$ cat config.mk
export PLATFORM = sky130hd
export DESIGN_NAME = omok_board_ctrl
export DESIGN_NICKNAME = d
export VERILOG_FILES = /design/src/rtl/omok_board_ctrl.sv
export SDC_FILE = /design/constraint.sdc
export NUM_CORES = 1
export LEC_CHECK = 0
export ABC_AREA = 1
export ABC_CLOCK_PERIOD_IN_PS = 22100
export BUFFER_PORTS_ARGS = -buffer_cell sky130_fd_sc_hd__buf_2
export CAP_MARGIN = 30
export CORE_ASPECT_RATIO = 0.9
export CORE_MARGIN = 10
export CORE_UTILIZATION = 50
export CTS_BUF_LIST = sky130_fd_sc_hd__clkbuf_2
export DETAILED_ROUTE_END_ITERATION = 8
export PLACE_DENSITY = 0.7
export REMOVE_ABC_BUFFERS = 1
export SYNTH_ARGS = -nofsm -noshare
export SYNTH_HDL_FRONTEND = slang
export SYNTH_SLANG_ARGS = --single-unit
$ cat constraint.sdc
create_clock -name clk -period 22.1 [get_ports clk]
set_input_delay 1.105 -clock clk [delete_from_list [all_inputs] [get_ports clk]]
set_output_delay 1.105 -clock clk [all_outputs]
set_load 0.005 [all_outputs]
$ cat src/rtl/omok_board_ctrl.sv
// Omok board game-state controller: cursor navigation, stone placement,
// turn alternation and a bounded circular undo history.
module omok_board_ctrl #(
    parameter int N          = 10,
    parameter int HIST_DEPTH = 16,
    parameter int POS_W      = $clog2(N*N),
    parameter int CNT_W      = $clog2(N*N+1),
    parameter int HC_W       = $clog2(HIST_DEPTH+1)
) (
    input  logic             clk,
    input  logic             rst,
    input  logic             left,
    input  logic             right,
    input  logic             up,
    input  logic             down,
    input  logic             put,
    input  logic             undo,
    output logic [N*N-1:0]   board_state,
    output logic [N*N-1:0]   turn_map,
    output logic [POS_W-1:0] cursor_pos,
    output logic             next_white,
    output logic [CNT_W-1:0] move_count,
    output logic [HC_W-1:0]  hist_count,
    output logic             board_full,
    output logic             put_err,
    output logic             undo_err
);

    localparam int PTR_W = (HIST_DEPTH > 1) ? $clog2(HIST_DEPTH) : 1;

    localparam logic [POS_W-1:0] N_P      = POS_W'(N);
    localparam logic [POS_W-1:0] EDGE_P   = POS_W'(N-1);
    localparam logic [POS_W-1:0] CUR_RST  = POS_W'((N/2-1)*N + (N/2-1));
    localparam logic [CNT_W-1:0] CELLS_C  = CNT_W'(N*N);
    localparam logic [HC_W-1:0]  HC_MAX   = HC_W'(HIST_DEPTH);
    localparam logic [PTR_W-1:0] PTR_LAST = PTR_W'(HIST_DEPTH-1);

    typedef enum logic [2:0] {
        ACT_NONE, ACT_UNDO, ACT_PUT, ACT_RIGHT, ACT_LEFT, ACT_UP, ACT_DOWN
    } act_t;

    logic [5:0]       btn;
    logic [5:0]       btn_prev;
    logic [5:0]       ev;
    act_t             act;
    logic [POS_W-1:0] row;
    logic [POS_W-1:0] col;
    logic [PTR_W-1:0] wr_ptr;
    logic [PTR_W-1:0] ptr_next;
    logic [PTR_W-1:0] ptr_prev;
    logic [POS_W-1:0] pop_pos;
    logic [POS_W-1:0] hist [HIST_DEPTH];

    assign btn = {undo, put, right, left, up, down};
    assign ev  = btn & ~btn_prev;

    // One action per cycle; lower-priority events in the same cycle are dropped.
    always_comb begin
        act = ACT_NONE;
        if      (ev[5]) act = ACT_UNDO;
        else if (ev[4]) act = ACT_PUT;
        else if (ev[3]) act = ACT_RIGHT;
        else if (ev[2]) act = ACT_LEFT;
        else if (ev[1]) act = ACT_UP;
        else if (ev[0]) act = ACT_DOWN;
    end

    assign row      = cursor_pos / N_P;
    assign col      = cursor_pos % N_P;
    assign ptr_next = (wr_ptr == PTR_LAST) ? '0 : wr_ptr + PTR_W'(1);
    assign ptr_prev = (wr_ptr == '0) ? PTR_LAST : wr_ptr - PTR_W'(1);
    assign pop_pos  = hist[ptr_prev];

    assign board_full = (move_count == CELLS_C);

    always_ff @(posedge clk or posedge rst) begin
        if (rst) begin
            btn_prev    <= '1;
            board_state <= '0;
            turn_map    <= '0;
            cursor_pos  <= CUR_RST;
            next_white  <= 1'b0;
            move_count  <= '0;
            hist_count  <= '0;
            wr_ptr      <= '0;
            put_err     <= 1'b0;
            undo_err    <= 1'b0;
            for (int i = 0; i < HIST_DEPTH; i++) hist[i] <= '0;
        end else begin
            btn_prev <= btn;
            put_err  <= 1'b0;
            undo_err <= 1'b0;
            case (act)
                ACT_UNDO: begin
                    if (hist_count != '0) begin
                        board_state[pop_pos] <= 1'b0;
                        turn_map[pop_pos]    <= 1'b0;
                        next_white           <= ~next_white;
                        move_count           <= move_count - CNT_W'(1);
                        hist_count           <= hist_count - HC_W'(1);
                        cursor_pos           <= pop_pos;
                        wr_ptr               <= ptr_prev;
                    end else begin
                        undo_err <= 1'b1;
                    end
                end
                ACT_PUT: begin
                    if (board_state[cursor_pos]) begin
                        put_err <= 1'b1;
                    end else begin
                        board_state[cursor_pos] <= 1'b1;
                        turn_map[cursor_pos]    <= next_white;
                        next_white              <= ~next_white;
                        move_count              <= move_count + CNT_W'(1);
                        hist[wr_ptr]            <= cursor_pos;
                        wr_ptr                  <= ptr_next;
                        // Full history overwrites the oldest entry; count saturates.
                        if (hist_count != HC_MAX) hist_count <= hist_count + HC_W'(1);
                    end
                end
                ACT_RIGHT: if (col != EDGE_P) cursor_pos <= cursor_pos + POS_W'(1);
                ACT_LEFT:  if (col != '0)     cursor_pos <= cursor_pos - POS_W'(1);
                ACT_UP:    if (row != '0)     cursor_pos <= cursor_pos - N_P;
                ACT_DOWN:  if (row != EDGE_P) cursor_pos <= cursor_pos + N_P;
                default: ;
            endcase
        end
    end

endmodule

# Yosys cells after proc, flatten, opt, wreduce, memory -nomap -nowiden
# Cells that the tools add are included.
# totals
ff_bits	344
input_bits	8
elab_cells	136
# classes
add_sub_neg	10
n_div	2
order_cmp	7
eq_ne	18
muxes	50
bitwise	10
n_reduce_logical	13
# op_table
cell	count
100-bit 2-to-1 mux	4
100-bit case mux with 2 select lines	2
100-bit bitwise AND	2
112-bit bitwise mux	1
100-bit bitwise mux	1
100-bit inverter	1
100-bit OR	1
7-bit 2-to-1 mux	10
7-bit case mux with 5 select lines	1
7-bit binary-select mux with 4-bit select	1
7-bit demux with 4-bit select	1
3-bit 2-to-1 mux	6
7-bit by 8-bit less-than comparator with 1-bit output, second input constant	2
4-bit 2-to-1 mux	4
5-bit 2-to-1 mux	3
7-bit by 1-bit adder with 7-bit output, second input constant	2
1-bit demux with 7-bit select	2
7-bit by 1-bit greater-or-equal comparator with 1-bit output, second input constant	2
2-bit != test, second input constant	7
7-bit by 4-bit != test with 1-bit output, second input constant	2
7-bit case mux with 2 select lines	1
7-bit nonzero test	2
7-bit by 1-bit subtractor with 7-bit output, second input constant	2
5-bit greater-or-equal comparator, second input constant	2
other kinds (32)	48

# Depth between registers and ports, before layout
# Gate-level depths: netlist (run 1).
# logic_depth
word_depth	14
depth_mapped	23
depth_no_buf	21

# Least setup slack after synthesis (run 1)
# No wires, ideal clock.
# synth_path
kind	input port to flip-flop
from	input port undo
to	register move_count[5]
setup_ns	0.123
arrival_ns	3.459
t_required_ns	21.977
slack_ns	18.519
cell_stages	14
n_path_buf	2
cell_sequence	inv_1 > nor2_1 > nor2_2 > inv_2 > clkbuf_1 > clkbuf_1 > ha_1 > a21oi_1 > and2_1 > inv_1 > a21oi_1 > o21ai_0 > xnor2_1 > o21ai_1
# synth_via
elab_chain_len	5
# synth_rtl
element	line_no	text
start: declaration	17	input logic undo,
6-bit bitwise AND *	55	assign ev = btn & ~btn_prev;
3-bit 2-to-1 mux *	60	if (ev[5]) act = ACT_UNDO;
3-bit by 2-bit == test with 1-bit output or 3-bit by 1-bit == test with 1-bit output (tied branches)	93	case (act)
2-bit != test (no line) or 2-bit nonzero test (tied branches)	-	
3-bit AND reduction (no line)	-	
end signal: assignment	99	move_count <= move_count - CNT_W'(1);
end signal: assignment	114	move_count <= move_count + CNT_W'(1);
end: declaration	22	output logic [CNT_W-1:0] move_count,
# Mark *: on every way between the ends. The rest lies on a longest branch, timed or not.
# A chain may end at the register's enable or synchronous reset.

# Worst setup path after layout (run 1)
# layout_path
from	register cursor_pos[1]
to	register wr_ptr[0]
# layout_via
elab_chain_len	4
# layout_rtl
element	line_no	text
start: declaration	20	output logic [POS_W-1:0] cursor_pos,
start signal: assignment	101	cursor_pos <= pop_pos;
start signal: assignment	121	ACT_RIGHT: if (col != EDGE_P) cursor_pos <= cursor_pos + POS_W'(1);
start signal: assignment	122	ACT_LEFT: if (col != '0) cursor_pos <= cursor_pos - POS_W'(1);
1-bit binary-select mux with 7-bit select	108	if (board_state[cursor_pos]) begin
1-bit 2-to-1 mux (not written as such)	108	
2-bit != test (no line)	-	
3-bit AND reduction (no line)	-	
end signal: assignment	102	wr_ptr <= ptr_prev;
end signal: assignment	116	wr_ptr <= ptr_next;
end: declaration	48	logic [PTR_W-1:0] wr_ptr;
# No other way between the ends. The select of a mux whose other input is x is not followed.

==> results of run 1 <==
==> layout make-up <==
class / count / area (um2) / area share
sequential: 344 / 8620 / 0.389
clock buffer: 138 / 691 / 0.0312
multi-input combinational: 2031 / 9720 / 0.439
inverter: 244 / 933 / 0.0421
timing repair buffer: 256 / 1400 / 0.0633
tap: 532 / 666 / 0.0301
antenna: 4 / 10.0 / 0.000452
clock inverter: 27 / 103 / 0.00463
==> layer usage <==
metal  part of all wire  vias up  global-route usage
li1                   -     9634                   -
met1               0.41     9782               0.389
met2               0.43     1215               0.424
met3               0.12      224              0.0878
met4              0.042        0               0.131
met5                  0        -                   0
==> stage by stage <==
step / area [um2] / hold slack [ns] / instances / utilization / total power [uW]
after floorplan: 19200 / 0.448 / 2619 / - / 2180
after global placement: 21300 / 0.460 / 3403 / 0.536 / 2960
after detailed placement: 21300 / 0.468 / 3406 / 0.537 / 3010
after CTS: 22100 / 0.0752 / 3571 / 0.557 / 3470
after global routing: 22100 / 0.0732 / 3576 / 0.558 / 3750
final: 22100 / 0.148 / 3576 / 0.558 / 3520
==> worst register-to-register path: stages (launching register included) <==
cell and delay (ns):
sky130_fd_sc_hd__dfrtp_1 0.67, sky130_fd_sc_hd__inv_2 0.46, sky130_fd_sc_hd__nand3_2 0.50, sky130_fd_sc_hd__inv_1 0.68, sky130_fd_sc_hd__nand2_1 0.10, sky130_fd_sc_hd__o21ai_1 0.10
sky130_fd_sc_hd__a21oi_1 0.06, sky130_fd_sc_hd__o211ai_1 0.10, sky130_fd_sc_hd__nand2_1 0.09, sky130_fd_sc_hd__nand2_1 0.08, sky130_fd_sc_hd__nor2_1 0.04, sky130_fd_sc_hd__nor2_1 0.08
sky130_fd_sc_hd__nor2_1 0.08, sky130_fd_sc_hd__nand3_2 0.11, sky130_fd_sc_hd__nand2_4 0.28, sky130_fd_sc_hd__nand2_4 0.44, sky130_fd_sc_hd__clkinv_2 0.83, sky130_fd_sc_hd__buf_4 0.65
sky130_fd_sc_hd__nand2_1 0.14, sky130_fd_sc_hd__o21ai_0 0.08
==> registers in the layout, summed over array words and instances (netlist names) <==
| name | cells |
|---|---|
| board_state | 100 |
| move_count | 7 |
| hist_count | 5 |
| btn_prev | 6 |
| wr_ptr | 4 |
| cursor_pos | 7 |
| hist | 112 |
| turn_map | 100 |
| next_white | 1 |
| undo_err | 1 |
| put_err | 1 |
==> synthesized netlist by cell type, types with 2 or more instances <==
cell / instances
sky130_fd_sc_hd__and2_1: 2
sky130_fd_sc_hd__a211oi_1: 3
sky130_fd_sc_hd__o211ai_1: 3
sky130_fd_sc_hd__a21oi_1: 164
sky130_fd_sc_hd__o21ai_1: 271
sky130_fd_sc_hd__dfstp_2: 9
sky130_fd_sc_hd__buf_6: 31
sky130_fd_sc_hd__nor2_4: 14
sky130_fd_sc_hd__xor2_1: 8
sky130_fd_sc_hd__nor2_2: 4
sky130_fd_sc_hd__buf_4: 19
sky130_fd_sc_hd__nand4_1: 5
sky130_fd_sc_hd__nand2_2: 14
sky130_fd_sc_hd__nor4_1: 3
sky130_fd_sc_hd__o21ai_0: 153
sky130_fd_sc_hd__buf_1: 4
sky130_fd_sc_hd__nand3_2: 6
sky130_fd_sc_hd__inv_1: 221
sky130_fd_sc_hd__nand2_4: 13
sky130_fd_sc_hd__a31oi_1: 96
sky130_fd_sc_hd__o22ai_1: 30
sky130_fd_sc_hd__nor3_1: 4
sky130_fd_sc_hd__o21ai_2: 6
sky130_fd_sc_hd__a21oi_2: 3
sky130_fd_sc_hd__nand3_1: 179
sky130_fd_sc_hd__dfrtp_1: 335
sky130_fd_sc_hd__fa_1: 4
sky130_fd_sc_hd__buf_2: 41
sky130_fd_sc_hd__nand3b_1: 6
sky130_fd_sc_hd__clkbuf_1: 69
sky130_fd_sc_hd__xnor2_1: 8
sky130_fd_sc_hd__nand2_1: 793
sky130_fd_sc_hd__ha_1: 22
sky130_fd_sc_hd__a221oi_1: 2
sky130_fd_sc_hd__nor3b_1: 2
sky130_fd_sc_hd__nor2_1: 205
sky130_fd_sc_hd__inv_2: 21
==> path summary, 6_finish.rpt <==
check	to	slack [ns]	cells past startpoint
max	wr_ptr[0]	16.36	19
min	btn_prev[4]	0.15	1
max reg2reg	wr_ptr[0]	16.36	19
min reg2reg	hist[107]	0.48	2
max in group asynchronous	turn_map[22]	20.43	3
min in group asynchronous	cursor_pos[6]	0.20	2
==> kinds of logic after synthesis <==
family / after synthesis / share of synthesized area
adders and majority gates: 26 / 0.0176
and+or+nand+nor: 1253 / 0.262
AOI/OAI and AO/OA: 736 / 0.193
xor gates and xnor gates: 16 / 0.00693
buffers and inverters: 409 / 0.0944
DFF: 344 / 0.426
==> power by group through the flow <==
stage | Combinational, uW | Sequential, uW | Clock, uW
floorplan | 1130 | 1050 | 0
global placement | 1870 | 1090 | 0
detailed placement | 1910 | 1100 | 0
CTS | 1920 | 1090 | 457
global route | 2140 | 1120 | 491
finish | 1970 | 1100 | 450
==> metrics list, run 1 <==
- In this design, the critical path's most frequently occurring cell is sky130_fd_sc_hd__nand2_1.
- Summed over all cells, the static leakage comes to 0.0107 uW.
* Final count of negative-setup-slack endpoints: 0
- First-pass GRT wire length: 113,000 um
- Max-cap violations in this run came to 0.
* Initial cell density of the core: 0.509
- STA puts the critical path data required time at 22.98 ns.
- Initial antenna violation count: 2
- Reg-to-reg critical path startpoint: cursor_pos[1]
* Part of the cycle the worst path needs: 0.260
- Counting along the longest clock path gives a buffer depth of 3.
- Avg Synthesized Cell Area: 7.27 um2
- Worst supply voltage drop on vdd: 0.136 mV
- Once routing completed, OpenROAD measured the worst setup slack at 16.36 ns.
- Fraction of synthesized cell area taken by the top area cell type: 0.414
* Cell variety after synth: 48
- Cell type of the slowest stage on the worst timing path: sky130_fd_sc_hd__clkinv_2
- Max frequency: 174 MHz
- The most used flip-flop cell after synthesis is sky130_fd_sc_hd__dfrtp_1.
* Setup Fix Bufs, Post-CTS: 0
- The checks that failed: design-rule violations.
- Of the total power, combinational logic draws 0.560.
- Final worst clock skew: 0.0831 ns
- Type of the tightest min-delay check: input port to register
- Before CTS, the worst setup slack after placement is 16.56 ns.
- Post-CTS Resized: 0
- The worst hold path begins at put.
* Area overhead of the layout relative to synthesis: 9.48%
* Share of final-layout standard cells stronger than drive strength 1: 0.163
* CTS root buf: sky130_fd_sc_hd__clkbuf_2
- Seq pwr share: 0.312
* Horizontal die dimension: 232 um
- The count of final max-slew check failures came to 0.
* Fraction of power spent switching nets: 0.546
- The number of global-route vias before repair came to 20.1k.
- Critical path type: register to register
- Summed over all nets, the switching power comes to 1920 uW.
* Part of the total power dissipated in the clock network: 0.128
* Number of nets in the layout: 3,004
- In this run the vertical extent of the chip is 211 um.
- Sorting the synthesized cells by area gives the leading types as sky130_fd_sc_hd__dfrtp_1 (41%), sky130_fd_sc_hd__nand2_1 (15%), sky130_fd_sc_hd__o21ai_1 (6.7%).
- Worst Max-Slew Pin Slew: 0.980 ns
- In this run the remaining antenna-violating nets after routing total 0.
* Final HPWL from detailed placement: 48,000 um
- Number of top-level design ports: 231
- In this run, synthesis produced a sequential element count of 344.
* Most used cells in the layout excluding fill and tap cells: sky130_fd_sc_hd__nand2_1 (793), sky130_fd_sc_hd__dfrtp_1 (335), sky130_fd_sc_hd__o21ai_1 (271)
- Clock latency on the worst-skew pair: 1.07 ns
- Post-route minimum period: 5.74 ns
* Number of warnings issued by yosys: 0
- Cell class contributing the biggest share of worst-path delay: buffers and inverters
- Sequential element share of the synthesized area: 0.426
- Sum of negative setup slack: 0 ns
- Avg Vias per Cell: 5.83
* Die area: 48,900 um2
- Detailed Route Iter0 Violations: 2,647
- TritonRoute pass-1 iters: 8
- Worst setup SP type: register
- Number of input and output port buffers inserted: 230
- Vias after detailed routing: 20.9k
- Standard-cell rows: 69
- Maximum number of pins on one net before global-route repair: 170
* Cell type contributing the most total cell area after synthesis: sky130_fd_sc_hd__dfrtp_1
- Beginning of the critical path: cursor_pos[1]
* Setup repair after global routing missed its margin: no
* Global-route congestion overflow total: 0
- Category of the worst setup path capture point: register
- Total clock buffers created by CTS: 93
* Number of buffers added to fix hold violations after cts: 0
- Endpoint arrival time on the critical path: 6.62 ns
- Hold violation count in the final report: 0
* Fill count: 3,906
- H-tree lvl count: 3
- Clock-pin slew was measured on the worst setup and hold paths at 0.10 ns.
- Buffer and inverter count on the worst path: 4
- Internal power comes to 1600 uW.
- In this run the tightest slew margin relative to its limit is 0.347.
- Result of the run: finished, violations left
- The total area inside the core boundary comes to 39,700 um2.
* Number of cells produced by synthesis: 2,784
- Power density of the placed cells: 159 nW/um2
- Synthesized area: 20,200 um2
- TritonCTS clock tree: yes
* Routed wire length: 72,600 um
- Of all nets on the critical path, the largest fanout is 56.
* Clk sink count: 344
- Counting flops with a built-in enable in the synthesized netlist gives 0.
* Async set-or-reset flop fraction in the synthesized netlist: 1.00
* Crit-path cells: inv_2 > nand3_2 > inv_1 > nand2_1 > o21ai_1 > a21oi_1 > o211ai_1 > nand2_1 > nand2_1 > nor2_1 > nor2_1 > nor2_1 > nand3_2 > nand2_4 > nand2_4 > clkinv_2 > buf_4 > nand2_1 > o21ai_0
- Remaining design rule violation count: 1
* Critical Path Max Stage Delay: 0.82 ns
- Final RePlAce weighted congestion: 0.905
* Average wire per standard cell: 20.3 um
* Total GRT Usage: 0.290
- Commonest non-fill, non-tap cell in the layout: sky130_fd_sc_hd__nand2_1
Power figures use the tool's default switching activity.
==> run 2, diff against run 1 <==
ABC_CLOCK_PERIOD_IN_PS = 4800   (was 22100)
PLACE_DENSITY = 0.73   (was 0.7)
clock period = 4.8 ns   (was 22.1 ns; I/O delays follow)
==> run 2 against run 1 <==
  * The run now ends clean
  * First-iteration DRC count grew 6.0%
  * Core utilization grew 0.99 points
  * Sequential share of layout area shrank 0.68 points
  * Sequential cell count is the same
  * Clock skew grew 0.015 ns
  * Largest cell class unchanged
  * Routed wire length grew 3.0%
  * Non-clock buffer count grew 37
  * Register-to-register slack lost 16 ns
  * Critical endpoint is now turn_map[65]
  * Largest power group unchanged
==> metrics list, run 2 (synthesis gave the netlist of run 1 again) <==
- The switching power of the nets is 8930 uW (+360%).
* Fraction of power spent switching nets: 0.541 (-0.00567)
- In the layout the commonest cells are sky130_fd_sc_hd__nand2_1 (793), sky130_fd_sc_hd__dfrtp_1 (335), sky130_fd_sc_hd__o21ai_1 (271).
- Highest net fanout along the worst path: 65 (+16%)
- The critical path is of the register to register type.
- The number of port buffers came to 230 (unchanged).
- The count of antenna-violating nets left after detailed routing was 0 (unchanged).
* Final worst clock skew: 0.0980 ns (+0.0149 ns)
- The sequential group share of total power was 0.305 (-0.007).
- Avg Vias per Cell: 5.92 (+1.5%)
* Clock latency on the worst-skew pair: 1.13 ns (+0.06 ns)
* Final Instance Area: 22,500 um2 (+1.8%)
* Routed wire length: 74,700 um (+3.0%)
* Worst hold margin: 0.353 ns (+0.205 ns)
- The worst setup path is launched from a register.
- Total GRT Usage: 0.298 (+0.00801)
- The placed cell area is 21,500 um2 (+0.80%).
* Worst Max-Slew Pin Slew: 1.11 ns (+0.134 ns)
- Clock transition at the registers of the reported paths: 0.10 ns (about the same)
- H-tree lvl count: 3 (unchanged)
- Die area: 48,900 um2 (unchanged)
* Final RePlAce weighted congestion: 0.960 (+6.1%)
- The number of global-route vias before repair was 20.4k (+1.7%).
* Global-route congestion overflow total: 0 (unchanged)
- Clock tree synthesis selected as its root buffer the cell sky130_fd_sc_hd__clkbuf_2.
* Worst supply voltage drop on vdd: 0.623 mV (+360%)
- The flow ran to the end, and the final reports show no timing, DRC or antenna violations.
* Area overhead of the layout relative to synthesis: 11.4%
* Max frequency: 242 MHz (+39%)
* Max-slew violation total from the final report: 0 (unchanged)
* Horizontal die dimension: 232 um (unchanged)
- Sum of negative setup slack: 0 ns (unchanged)
- Standard-cell rows: 69 (unchanged)
* Number of buffers added to fix hold violations after cts: 14 (+14)
- Number of max-cap violations: 0 (unchanged)
- The number of gates resized after cts was 0 (unchanged).
- Initial cell density of the core: 0.509 (unchanged)
- Relative max-transition margin: 0.257 (-0.0895)
- TritonCTS built the clock tree.
- The number of buffers and inverters on the critical path was 4 (unchanged).
* Buffer depth of the longest clock path: 3 (unchanged)
- The height of the chip was 211 um (unchanged).
* Setup Fix Bufs, Post-CTS: 0 (unchanged)
- Maximum number of pins on one net before global-route repair: 126 (-26%)
- The required time at the worst-slack endpoint came to 5.74 ns (-17.24 ns).
* Critical Path Max Stage Delay: 0.49 ns (-0.33 ns)
* Vias after detailed routing: 21.4k (+2.4%)
* Average wire per standard cell: 20.7 um (+2.1%)
* Largest register FFs: 112 (unchanged)
* Non-filler instance count after layout: 3,608 (+0.89%)
* Crit-path most repeated cell: sky130_fd_sc_hd__nand2_1
- Power density of the placed cells: 733 nW/um2 (+360%)
* Number of top-level design ports: 231 (unchanged)
- The number of nets in the finished design came to 3,042 (+1.3%).
* Remaining design rule violation count: 0 (-1)
- The number of setup violations in the final report is 0 (unchanged).
- Hold violation count in the final report: 0 (unchanged)
- Traced cell by cell, the critical path runs through inv_1 > ha_1 > nand2_2 > nand2_4 > buf_4 > a21oi_1 > o21ai_0 > nand3_1 > nand3_1 > nand2_1 > inv_1 > nand2_1 > nor2_1 > buf_4 > nand2_1 > a31oi_1 > o21ai_1.
* Cell class contributing the biggest share of worst-path delay: simple AND/OR/NAND/NOR gates
* Endpoint arrival time on the critical path: 5.07 ns (-1.55 ns)
- The number of search-and-repair iterations in the first detailed-routing pass is 6 (-2).
* Final HPWL from detailed placement: 48,800 um (+1.7%)
- The number of antenna violations at the first check in global routing came to 2 (unchanged).
- The library cell used most frequently in the layout, excluding fill and tap cells, is sky130_fd_sc_hd__nand2_1.
* First-pass GRT wire length: 116,000 um (+2.6%)
- The portion of total power attributed to the clock network was 0.135 (+0.007).
- Registers with the most flip-flops: hist x112, board_state x100, turn_map x100
- Dpl cells: 3,427 (+0.62%)
- Floorplan core area: 39,700 um2 (unchanged)
- The post-layout minimum cycle time is 4.13 ns (-1.61 ns).
* Static leakage: 0.0109 uW (+1.9%)
- Clk sink count: 344 (unchanged)
- The worst hold path belongs to the class input port to register.
- Final total power: 16,500 uW (+370%)
- Setup repair after global routing missed its margin: no
* Category of the worst setup path capture point: register
- Detailed Route Iter0 Violations: 2,806 (+6.0%)
- Cell type of the slowest stage on the worst timing path: sky130_fd_sc_hd__dfrtp_1
- Part of the cycle the worst path needs: 0.861 (+0.601)
* Share of final-layout standard cells stronger than drive strength 1: 0.171 (+0.00795)
- The total internal power was 7580 uW (+370%).
- Ranked by flip-flop count, first place goes to hist.
- The share of power burned in combinational logic is 0.560 (about the same).
- Total clock buffers created by CTS: 94 (+1.1%)
==> run 2: changes by cell type in the layout (fill, tap and decap cells not counted), moves of 2 or more <==
cell,before,now
sky130_fd_sc_hd__clkbuf_2,138,145
sky130_fd_sc_hd__buf_12,1,5
sky130_fd_sc_hd__buf_4,22,43
sky130_fd_sc_hd__inv_2,24,20
sky130_fd_sc_hd__dlygate4sd3_1,0,14
sky130_fd_sc_hd__diode_2,4,2
sky130_fd_sc_hd__clkinv_1,22,12
sky130_fd_sc_hd__bufinv_16,0,2
==> run 2: tightest hold or removal path, delay by kind of cell <==
kind / cells / cell delay, ns
buffers and inverters: 3 / 1.16
==> run 2: per-layer routing <==
| metal | routed length [um] | global-route usage | vias up |
|---|---|---|---|
| met5 | 0 | 0 | - |
| met4 | 3340 | 0.133 | 0 |
| met3 | 10100 | 0.101 | 286 |
| met2 | 31800 | 0.432 | 1469 |
| met1 | 29500 | 0.396 | 9914 |
| li1 | - | - | 9686 |
==> run 2: power by group through the flow <==
stage               Clock (uW)  Sequential (uW)  Combinational, uW
finish                    2220             5040               9250
global route              2400             5150               9980
CTS                       2240             4990               8970
detailed placement           0             5030               8930
global placement             0             5000               8790
floorplan                    0             4820               5210
==> run 2: cell type report <==
| type | count | area (um2) |
|---|---|---|
| diodes | 2 | 5.00 |
| clock buffers | 145 | 726 |
| clock inverters | 17 | 126 |
| fillers | 3842 | 17200 |
| inverters | 244 | 933 |
| multi-input cells | 2031 | 9720 |
| flip-flops and latches | 344 | 8620 |
| well taps | 532 | 666 |
| repair buffers | 293 | 1740 |
==> run 2: final timing paths <==
path,slack (ns),start,cells after the start,endpoint
max,0.67,wr_ptr[0],17,turn_map[65]
min,0.35,right,3,btn_prev[3]
max reg2reg,0.67,wr_ptr[0],17,turn_map[65]
min reg2reg,0.49,hist[11],2,hist[11]
max in group asynchronous,3.16,rst,5,hist[78]
min in group asynchronous,0.46,rst,4,turn_map[75]
==> run 2: stage by stage <==
| stage | setup WS (ns) | utilization |
|---|---|---|
| after global placement | 0.611 | 0.541 |
| final | 0.667 | 0.568 |
| after CTS | 0.562 | 0.566 |
| after floorplan | -4.96 | - |
| after detailed placement | 0.649 | 0.541 |
| after global routing | 0.293 | 0.568 |
